[config.mk]
export PLATFORM = sky130hd
export DESIGN_NAME = aes_out_serializer_flat
export DESIGN_NICKNAME = d
export VERILOG_FILES = /design/src/rtl/aes_pkg.sv /design/src/rtl/aes_out_serializer_if.sv /design/src/rtl/aes_blk_fifo.sv /design/src/rtl/aes_out_serializer.sv /design/src/flat_wrapper.sv
export SDC_FILE = /design/constraint.sdc
export NUM_CORES = 1
export LEC_CHECK = 0
export ABC_AREA = 1
export BUFFER_PORTS_ARGS = -buffer_cell sky130_fd_sc_hd__buf_2
export CORE_MARGIN = 2
export CORE_UTILIZATION = 40
export CTS_BUF_LIST = sky130_fd_sc_hd__clkbuf_16
export CTS_CLUSTER_SIZE = 16
export DETAILED_ROUTE_END_ITERATION = 7
export HOLD_SLACK_MARGIN = 0.06
export MAX_ROUTING_LAYER = met4
export PLACE_DENSITY = 0.58
export SLEW_MARGIN = 20
export SYNTH_ARGS = -nofsm -noshare
export SYNTH_HDL_FRONTEND = slang
export SYNTH_SLANG_ARGS = --single-unit
[constraint.sdc]
create_clock -name clk -period 12.15 [get_ports clk]
set_input_delay 1.215 -clock clk [delete_from_list [all_inputs] [get_ports clk]]
set_output_delay 1.215 -clock clk [all_outputs]
set_load 0.05 [all_outputs]
[src/rtl/aes_pkg.sv]
// aes_pkg: shared definitions for the AES output path.
//   - default datapath widths (AES_BLK_W, AES_WORD_W)
//   - serialiser state encoding (ser_state_e)
//   - block geometry helpers: wpb() words per block, spb() symbols per block,
//     idx_w() index width that never collapses to zero bits
package aes_pkg;

  localparam int unsigned AES_BLK_W  = 128;
  localparam int unsigned AES_WORD_W = 32;

  typedef enum logic {
    IDLE,
    SEND
  } ser_state_e;

  function automatic int unsigned wpb(input int unsigned blk_w, input int unsigned in_w);
    return blk_w / in_w;
  endfunction

  function automatic int unsigned spb(input int unsigned blk_w, input int unsigned out_w);
    return blk_w / out_w;
  endfunction

  function automatic int unsigned idx_w(input int unsigned n);
    return (n > 1) ? $clog2(n) : 1;
  endfunction

endpackage

[src/rtl/aes_out_serializer_if.sv]
// aes_out_serializer_if: core-side and pin-side signals of the serialiser.
//   pass_data/in_valid/in_ready : word handshake from the AES core
//   div_sel                     : slot-length exponent (latched per block)
//   out_ready                   : downstream ready, only with AES_OUT_READY_EN
//   out_data/out_valid/out_sof  : symbol, mid-slot strobe, block-start marker
//   busy                        : serialiser sending or blocks queued
// Modports: master drives the inputs of the serialiser, slave is the serialiser.
// Build option: `define AES_OUT_READY_EN adds out_ready.
interface aes_out_serializer_if #(
  parameter int unsigned IN_W  = 32,
  parameter int unsigned OUT_W = 8,
  parameter int unsigned DIV_W = 4
);

  logic [IN_W-1:0]  pass_data;
  logic             in_valid;
  logic             in_ready;
  logic [DIV_W-1:0] div_sel;
`ifdef AES_OUT_READY_EN
  logic             out_ready;
`endif
  logic [OUT_W-1:0] out_data;
  logic             out_valid;
  logic             out_sof;
  logic             busy;

`ifdef AES_OUT_READY_EN
  modport master (
    output pass_data, in_valid, div_sel, out_ready,
    input  in_ready, out_data, out_valid, out_sof, busy
  );
  modport slave (
    input  pass_data, in_valid, div_sel, out_ready,
    output in_ready, out_data, out_valid, out_sof, busy
  );
`else
  modport master (
    output pass_data, in_valid, div_sel,
    input  in_ready, out_data, out_valid, out_sof, busy
  );
  modport slave (
    input  pass_data, in_valid, div_sel,
    output in_ready, out_data, out_valid, out_sof, busy
  );
`endif

endinterface

[src/rtl/aes_blk_fifo.sv]
// aes_blk_fifo: DEPTH x BLK_W synchronous block FIFO.
//   clk, rst   : clock, synchronous active-high reset
//   push       : write push_data (ignored when full unless popping too)
//   push_data  : block to enqueue
//   pop        : drop the head block (ignored when empty)
//   head_data  : oldest block, read straight from the storage flops
//   full/empty : occupancy flags of the current cycle
//   full_nxt   : occupancy flag after this cycle's push/pop
module aes_blk_fifo
  import aes_pkg::*;
#(
  parameter int unsigned BLK_W = AES_BLK_W,
  parameter int unsigned DEPTH = 2
) (
  input  logic             clk,
  input  logic             rst,
  input  logic             push,
  input  logic [BLK_W-1:0] push_data,
  input  logic             pop,
  output logic [BLK_W-1:0] head_data,
  output logic             full,
  output logic             empty,
  output logic             full_nxt
);

  localparam int unsigned PTR_W = idx_w(DEPTH);
  localparam int unsigned CNT_W = $clog2(DEPTH + 1);

  logic [BLK_W-1:0] mem [DEPTH];
  logic [PTR_W-1:0] wr_ptr;
  logic [PTR_W-1:0] rd_ptr;
  logic [CNT_W-1:0] count;
  logic [CNT_W-1:0] count_nxt;
  logic             do_push;
  logic             do_pop;

  function automatic logic [PTR_W-1:0] ptr_inc(input logic [PTR_W-1:0] p);
    return (p == PTR_W'(DEPTH - 1)) ? '0 : p + 1'b1;
  endfunction

  assign full     = (count == CNT_W'(DEPTH));
  assign empty    = (count == '0);
  assign do_pop   = pop && !empty;
  // When full, the slot being popped is the one written, so a combined
  // push/pop is still safe.
  assign do_push  = push && (!full || do_pop);
  assign full_nxt = (count_nxt == CNT_W'(DEPTH));

  always_comb begin
    count_nxt = count;
    if (do_push && !do_pop) begin
      count_nxt = count + 1'b1;
    end else if (do_pop && !do_push) begin
      count_nxt = count - 1'b1;
    end
  end

  always_ff @(posedge clk) begin
    if (rst) begin
      wr_ptr <= '0;
      rd_ptr <= '0;
      count  <= '0;
    end else begin
      if (do_push) wr_ptr <= ptr_inc(wr_ptr);
      if (do_pop)  rd_ptr <= ptr_inc(rd_ptr);
      count <= count_nxt;
    end
  end

  always_ff @(posedge clk) begin
    if (do_push) mem[wr_ptr] <= push_data;
  end

  assign head_data = mem[rd_ptr];

endmodule

[src/rtl/aes_out_serializer.sv]
// aes_out_serializer: collects IN_W-bit result words into BLK_W-bit blocks,
// queues up to DEPTH blocks and emits each block MSB-first as OUT_W-bit
// symbols, one symbol per slot of 2^div_sel cycles with a mid-slot strobe.
//   clk, rst : clock, synchronous active-high reset
//   bus      : aes_out_serializer_if.slave
//              pass_data/in_valid/in_ready core handshake (in_ready registered)
//              div_sel slot exponent, latched at each block load
//              out_data/out_valid/out_sof/busy registered pin-side outputs
//              out_ready downstream ready (AES_OUT_READY_EN builds only)
// Build option: `define AES_OUT_READY_EN makes each slot end wait for out_ready.
module aes_out_serializer
  import aes_pkg::*;
#(
  parameter int unsigned BLK_W = AES_BLK_W,
  parameter int unsigned IN_W  = AES_WORD_W,
  parameter int unsigned OUT_W = 8,
  parameter int unsigned DEPTH = 2,
  parameter int unsigned DIV_W = 4
) (
  input logic                 clk,
  input logic                 rst,
  aes_out_serializer_if.slave bus
);

  localparam int unsigned WPB   = wpb(BLK_W, IN_W);
  localparam int unsigned SPB   = spb(BLK_W, OUT_W);
  localparam int unsigned WC_W  = idx_w(WPB);
  localparam int unsigned SI_W  = idx_w(SPB);
  localparam int unsigned CNT_W = (1 << DIV_W) - 1;

  // ---------------- collector ----------------
  logic [WC_W-1:0]  word_cnt;
  logic [BLK_W-1:0] asm_q;
  logic [BLK_W-1:0] asm_nxt;
  logic             in_ready_q;
  logic             accept;
  logic             last_word;

  // FIFO
  logic             push;
  logic             pop;
  logic [BLK_W-1:0] fifo_head;
  logic             fifo_full;
  logic             fifo_empty;
  logic             fifo_full_nxt;

  assign accept    = bus.in_valid && in_ready_q;
  assign last_word = accept && (word_cnt == WC_W'(WPB - 1));
  assign push      = last_word && !fifo_full;

  // asm_nxt already holds the word being accepted, so the final word of a
  // block can be pushed in its own acceptance cycle.
  always_comb begin
    asm_nxt = asm_q;
    for (int unsigned w = 0; w < WPB; w++) begin
      if (word_cnt == WC_W'(w)) begin
        asm_nxt[BLK_W - 1 - w * IN_W -: IN_W] = bus.pass_data;
      end
    end
  end

  always_ff @(posedge clk) begin
    if (rst) begin
      word_cnt   <= '0;
      asm_q      <= '0;
      in_ready_q <= 1'b0;
    end else begin
      if (accept) begin
        asm_q    <= asm_nxt;
        word_cnt <= last_word ? '0 : word_cnt + 1'b1;
      end
      in_ready_q <= !fifo_full_nxt;
    end
  end

  aes_blk_fifo #(
    .BLK_W (BLK_W),
    .DEPTH (DEPTH)
  ) u_fifo (
    .clk       (clk),
    .rst       (rst),
    .push      (push),
    .push_data (asm_nxt),
    .pop       (pop),
    .head_data (fifo_head),
    .full      (fifo_full),
    .empty     (fifo_empty),
    .full_nxt  (fifo_full_nxt)
  );

  // ---------------- serialiser FSM ----------------
  ser_state_e       state;
  ser_state_e       state_nxt;
  logic [BLK_W-1:0] sr_q;
  logic [BLK_W-1:0] sr_nxt;
  logic [SI_W-1:0]  sym_idx;
  logic [SI_W-1:0]  sym_nxt;
  logic [CNT_W-1:0] slot_cnt;
  logic [CNT_W-1:0] slot_nxt;
  logic [DIV_W-1:0] div_q;
  logic [DIV_W-1:0] div_nxt;
  logic [CNT_W-1:0] slot_max;
  logic             slot_end;
  logic             advance;
  logic             valid_bit;

  always_comb begin
    slot_max = ~({CNT_W{1'b1}} << div_q);
  end

  assign slot_end = (slot_cnt == slot_max);

`ifdef AES_OUT_READY_EN
  assign advance = bus.out_ready;
`else
  assign advance = 1'b1;
`endif

  always_comb begin
    state_nxt = state;
    sr_nxt    = sr_q;
    sym_nxt   = sym_idx;
    slot_nxt  = slot_cnt;
    div_nxt   = div_q;
    pop       = 1'b0;
    unique case (state)
      IDLE: begin
        if (!fifo_empty) begin
          pop       = 1'b1;
          sr_nxt    = fifo_head;
          div_nxt   = bus.div_sel;
          sym_nxt   = '0;
          slot_nxt  = '0;
          state_nxt = SEND;
        end
      end
      SEND: begin
        if (!slot_end) begin
          slot_nxt = slot_cnt + 1'b1;
        end else if (advance) begin
          if (sym_idx != SI_W'(SPB - 1)) begin
            sr_nxt   = sr_q << OUT_W;
            sym_nxt  = sym_idx + 1'b1;
            slot_nxt = '0;
          end else if (!fifo_empty) begin
            pop      = 1'b1;
            sr_nxt   = fifo_head;
            div_nxt  = bus.div_sel;
            sym_nxt  = '0;
            slot_nxt = '0;
          end else begin
            state_nxt = IDLE;
          end
        end
        // Without advance the slot counter stays at its final value, which
        // also keeps the strobe high for the whole stall.
      end
      default: state_nxt = IDLE;
    endcase
  end

  always_ff @(posedge clk) begin
    if (rst) begin
      state    <= IDLE;
      sr_q     <= '0;
      sym_idx  <= '0;
      slot_cnt <= '0;
      div_q    <= '0;
    end else begin
      state    <= state_nxt;
      sr_q     <= sr_nxt;
      sym_idx  <= sym_nxt;
      slot_cnt <= slot_nxt;
      div_q    <= div_nxt;
    end
  end

  // ---------------- registered outputs ----------------
  // Outputs trail the FSM by one register stage: a block popped at edge n
  // shows symbol 0 on the pins from edge n+1.
  logic [OUT_W-1:0] out_data_q;
  logic             out_valid_q;
  logic             out_sof_q;
  logic             busy_q;

  always_comb begin
    valid_bit = 1'b1;
    if (div_q != '0) begin
      valid_bit = slot_cnt[div_q - 1'b1];
    end
  end

  always_ff @(posedge clk) begin
    if (rst) begin
      out_data_q  <= '0;
      out_valid_q <= 1'b0;
      out_sof_q   <= 1'b0;
      busy_q      <= 1'b0;
    end else begin
      if (state == SEND) out_data_q <= sr_q[BLK_W-1 -: OUT_W];
      out_valid_q <= (state == SEND) && valid_bit;
      out_sof_q   <= (state == SEND) && (sym_idx == '0);
      busy_q      <= (state == SEND) || !fifo_empty;
    end
  end

  assign bus.in_ready  = in_ready_q;
  assign bus.out_data  = out_data_q;
  assign bus.out_valid = out_valid_q;
  assign bus.out_sof   = out_sof_q;
  assign bus.busy      = busy_q;

endmodule
[src/flat_wrapper.sv]
// flat-port wrapper written by rule: the top's interface ports become plain ports
module aes_out_serializer_flat import aes_pkg::*;
#(
  parameter int unsigned BLK_W = AES_BLK_W,
  parameter int unsigned IN_W  = AES_WORD_W,
  parameter int unsigned OUT_W = 8,
  parameter int unsigned DEPTH = 2,
  parameter int unsigned DIV_W = 4
)
  (clk, rst, bus_pass_data, bus_in_valid, bus_div_sel, bus_in_ready, bus_out_data, bus_out_valid, bus_out_sof, bus_busy);
  aes_out_serializer_if #(.IN_W(IN_W), .OUT_W(OUT_W), .DIV_W(DIV_W)) bus_i ();
  input logic clk;
  input logic rst;
  input wire logic [$bits(bus_i.pass_data)-1:0] bus_pass_data;
  input wire logic [$bits(bus_i.in_valid)-1:0] bus_in_valid;
  input wire logic [$bits(bus_i.div_sel)-1:0] bus_div_sel;
  output wire logic [$bits(bus_i.in_ready)-1:0] bus_in_ready;
  output wire logic [$bits(bus_i.out_data)-1:0] bus_out_data;
  output wire logic [$bits(bus_i.out_valid)-1:0] bus_out_valid;
  output wire logic [$bits(bus_i.out_sof)-1:0] bus_out_sof;
  output wire logic [$bits(bus_i.busy)-1:0] bus_busy;
  assign bus_i.pass_data = bus_pass_data;
  assign bus_i.in_valid = bus_in_valid;
  assign bus_i.div_sel = bus_div_sel;
  assign bus_in_ready = bus_i.in_ready;
  assign bus_out_data = bus_i.out_data;
  assign bus_out_valid = bus_i.out_valid;
  assign bus_out_sof = bus_i.out_sof;
  assign bus_busy = bus_i.busy;
  aes_out_serializer #(.BLK_W(BLK_W), .IN_W(IN_W), .OUT_W(OUT_W), .DEPTH(DEPTH), .DIV_W(DIV_W)) u_core (.clk(clk), .rst(rst), .bus(bus_i));
endmodule
==> summary.txt <==
Floorplan
  – Core area: ~60000 µm²
  – Die X: 251.7 µm
  – Num ports: 51
  – Rows: 90
  – Die area: ~63000 µm²
  – Die H: between 200 and 300 µm
  – Initial core utilization: 40.59%

Run
  – Max_cap viols: 0

Status
  – Status: finished clean

Clocking
  – TritonCTS Buffers: 59
  – Hold buffer count at CTS: 0
  – Post-CTS setup buffer count: 0
  – Clk slew on worst S/H paths: ~0.060 ns
  – Clock sink count: 555
  – Clk buf depth: 3
  – Post-CTS sizing: 0
  – Latest clock arrival within the worst-skew pair: 0.64 ns
  – # H-tree levels: 2
  – Root Driver: clkbuf_16
  – CTS tree: done

Critical path
  – Worst EP arrival: 5.17 ns
  – Crit path buffers/inverters: 7
  – Worst Setup SP: u_core.word_cnt[0]
  – Family with the most delay on the worst path: buffers and inverters
  – Crit Path Class: flop to flop
  – CP required: 12.39 ns
  – Worst path max stage delay: 0.69 ns
  – Worst path depth: 11
  – R2r worst-path depth: 11
  – CP Max Fanout: 74
  – Critical R2R Capture: u_core.u_fifo.mem[0][79]
  – Startpoint types: flop
  – Cells along the critical path: ha_2 > buf_4 > inv_1 > nor2_1 > buf_4 > inv_1 > nor2_1 > inv_1 > nor2_4 > buf_4 > buf_6
  – Worst r2r src: u_core.word_cnt[0]
  – Setup crit end: u_core.u_fifo.mem[0][79]
  – Crit path max-delay cell type: buf_6
  – Critical path capture point type: flop
  – Reg2Reg Setup Slack: slightly above 7 ns

Logic synthesis
  – Cell area after synthesis: 24550 µm²
  – Syn Area/Cell: 8.760 µm²
  – #FFs+latches synth: roughly 560
  – Async SR Flop Fraction: 0%
  – Post-Syn Nets: between 2000 and 3000
  – Post-synthesis cell count: roughly 2800
  – Top FF cell, synth: dfxtp_1
  – Number of flops mapped to enable cells by yosys: 256
  – Netlist cell types: 35
  – Part of the Yosys area used for sequential elements: ~56%
  – Synth warnings: 0

Route
  – Drt pass-1 iters: 5
  – Highest Signal Layer: met4
  – DR vias: 19120
  – Residual DRC: 0
  – Initial drt markers: 1611
  – Vias per Instance: 5.378
  – Routed Wire Length: 63410 µm
  – WL/cell: 17.83 µm
  – Met1 WL: 29500 µm
  – WL met3: 3202 µm
  – Wire length on met2: 28740 µm
  – DRT antenna net count: 0

Layout
  – Post-layout util: roughly 45%
  – P&R area growth vs syn: 10.09%
  – Register Area: 13680 µm²
  – Fillers: 5690
  – Share of layout cells above drive strength 1: 9.769%
  – Fin area: 27020 µm²
  – Diode count: 0
  – Fin nets: 2776
  – Footprint of the multi-input gates: 9158 µm²

Place
  – Placed Area: 25100 µm²
  – Pre-CTS setup slack: roughly 6.7 ns
  – Placer congestion estimate: around 0.84
  – Port bufs: 50
  – Final HPWL DP: between 30000 and 40000 µm

Timing
  – Fmax achieved: ~200 MHz
  – Least-Margin Pin Slew: approximately 1.1 ns
  – RSZ-0062 raised after global routing: no
  – Fin worst setup slack: 7.214 ns
  – Clock Skew: 0.03566 ns
  – Final count of hold timing violations: 0
  – Slew headroom: 24.83%
  – Final setup fails: 0
  – Minimum clock period: about 4.9 ns
  – Post-Route Setup TNS: 0 ns
  – Period Utilization, post-route: 40.62%
  – Final slew viol count: 0

Power
  – Pleak: about 10 nW
  – Power Density: around 250 nW/µm²
  – Worst vdd ir: ~0.35 mV

GRT
  – Remaining Overflow, GRT: 0
  – Total GRT Usage: between 20% and 30%
  – Initial antenna violation count: 0
  – First-pass GRT wire length: between 90000 and 100000 µm
  – Largest net degree at the start of global routing: between 150 and 200
  – Vias in the first global route: ~18000

Worst hold path
  – Worst hold path class: flop to flop
==> power by group <==
group	internal (mW)	switching (mW)	total (mW)
Clock	1.02	0.771	1.79
Combinational	0.762	1.70	2.46
Sequential	2.29	0.229	2.52
==> synth_stat cells, types with 14 or more instances <==
cell type / instances / share of area, %
a211oi_1: 28 / 0.86
a211oi_2: 94 / 4.8
a21oi_1: 365 / 7.4
buf_2: 16 / 0.33
buf_6: 14 / 0.64
clkbuf_1: 167 / 2.6
dfxtp_1: 299 / 24
edfxtp_1: 256 / 31
inv_1: 221 / 3.4
nand2_1: 483 / 7.4
nand3_1: 50 / 1.0
nor2_1: 280 / 4.3
o21ai_0: 431 / 8.8
==> placed cells by master, fill, tap and decap left out, types with 3 or more instances in the layout <==
cell type   netlist  routed
a211oi_1         28      28
a211oi_2         94      94
a21oi_1         365     365
a31oi_1           7       7
buf_2            16      50
buf_4             0      15
bufinv_16         0       5
clkbuf_16         0      61
clkinv_1          3      13
clkinv_2          0       9
clkinvlp_4        0       6
dfxtp_1         299     298
edfxtp_1        256     256
ha_1             13       8
ha_2              0       4
inv_1           221     232
inv_6             0       5
nand2_1         483     483
nand3_1          50      50
nand4_1           3       3
nor2_1          280     277
nor2_2            3       4
nor2_4            1       3
nor3_1            8       8
o211ai_1          5       5
o21ai_0         431     431
o21ai_1          12      12
o22ai_1          10      10
o31ai_1           3       3
xor2_1           10      10
==> routing by layer <==
| metal | track usage [%] | up-vias |
|---|---|---|
| li1 | - | 9367 |
| met1 | 26.76 | 9196 |
| met2 | 32.53 | 457 |
| met3 | 2.651 | 104 |
| met4 | 7.466 | 0 |
| met5 | - | - |
==> cells by family after synthesis <==
| group | Yosys count | share of synthesized area (%) |
|---|---|---|
| flip-flops | 555 | 55.70 |
| AO/OA/AOI/OAI | 956 | 22.84 |
| XOR/XNOR | 10 | 0.3568 |
| adder cells (fa/ha/maj) | 13 | 0.6627 |
| AND/OR/NAND/NOR | 834 | 13.29 |
| buffers and inverters | 434 | 7.152 |
==> flip-flops by register name (all words and copies together) (netlist names), 2 cells and up, named ones only <==
name / count
u_core.sym_idx: 4
u_core.asm_q: 128
u_core.sr_q: 128
u_core.slot_cnt: 15
u_core.u_fifo.mem: 256
u_core.u_fifo.count: 2
u_core.word_cnt: 2
u_core.bus.out_data: 8
u_core.div_q: 4
==> area by class of cell <==
| cell class | instances | share of cell area (%) |
|---|---|---|
| Clock buffer | 61 | 5.649 |
| Clock inverter | 50 | 1.459 |
| Inverter | 227 | 3.237 |
| Multi-Input combinational cell | 1813 | 33.89 |
| Sequential cell | 555 | 50.61 |
| Tap cell | 782 | 3.621 |
| Timing Repair Buffer | 68 | 1.533 |
==> worst min path at each step <==
stage,depth (start not counted),to,startpoint,slack (ns)
2_1_floorplan,2,u_core.asm_q[13],u_core.asm_q[13],0.42
3_3_place_gp,2,u_core.asm_q[1],u_core.asm_q[1],0.44
3_5_place_dp,2,u_core.asm_q[1],u_core.asm_q[1],0.44
4_1_cts,2,u_core.asm_q[1],u_core.asm_q[1],0.45
5_1_grt,2,u_core.asm_q[0],u_core.asm_q[0],0.48
6_report,2,u_core.asm_q[1],u_core.asm_q[1],0.45
==> tightest hold or removal path: stages (launching register included) <==
cell,delay [ns]
dfxtp_1,0.30
inv_1,0.05
a21oi_1,0.05
==> through the flow <==
step | cells | power [mW] | hold WS (ns)
5_1_grt | 3556 | 7.234 | 0.4835
4_1_cts | 3556 | 6.809 | 0.4498
3_5_place_dp | 3445 | 5.011 | 0.4405
2_1_floorplan | 2802 | 4.452 | 0.4244
6_report | 3556 | 6.774 | 0.4504
3_3_place_gp | 3445 | 4.932 | 0.4351
Note: power is estimated with default switching activity, not from simulation.
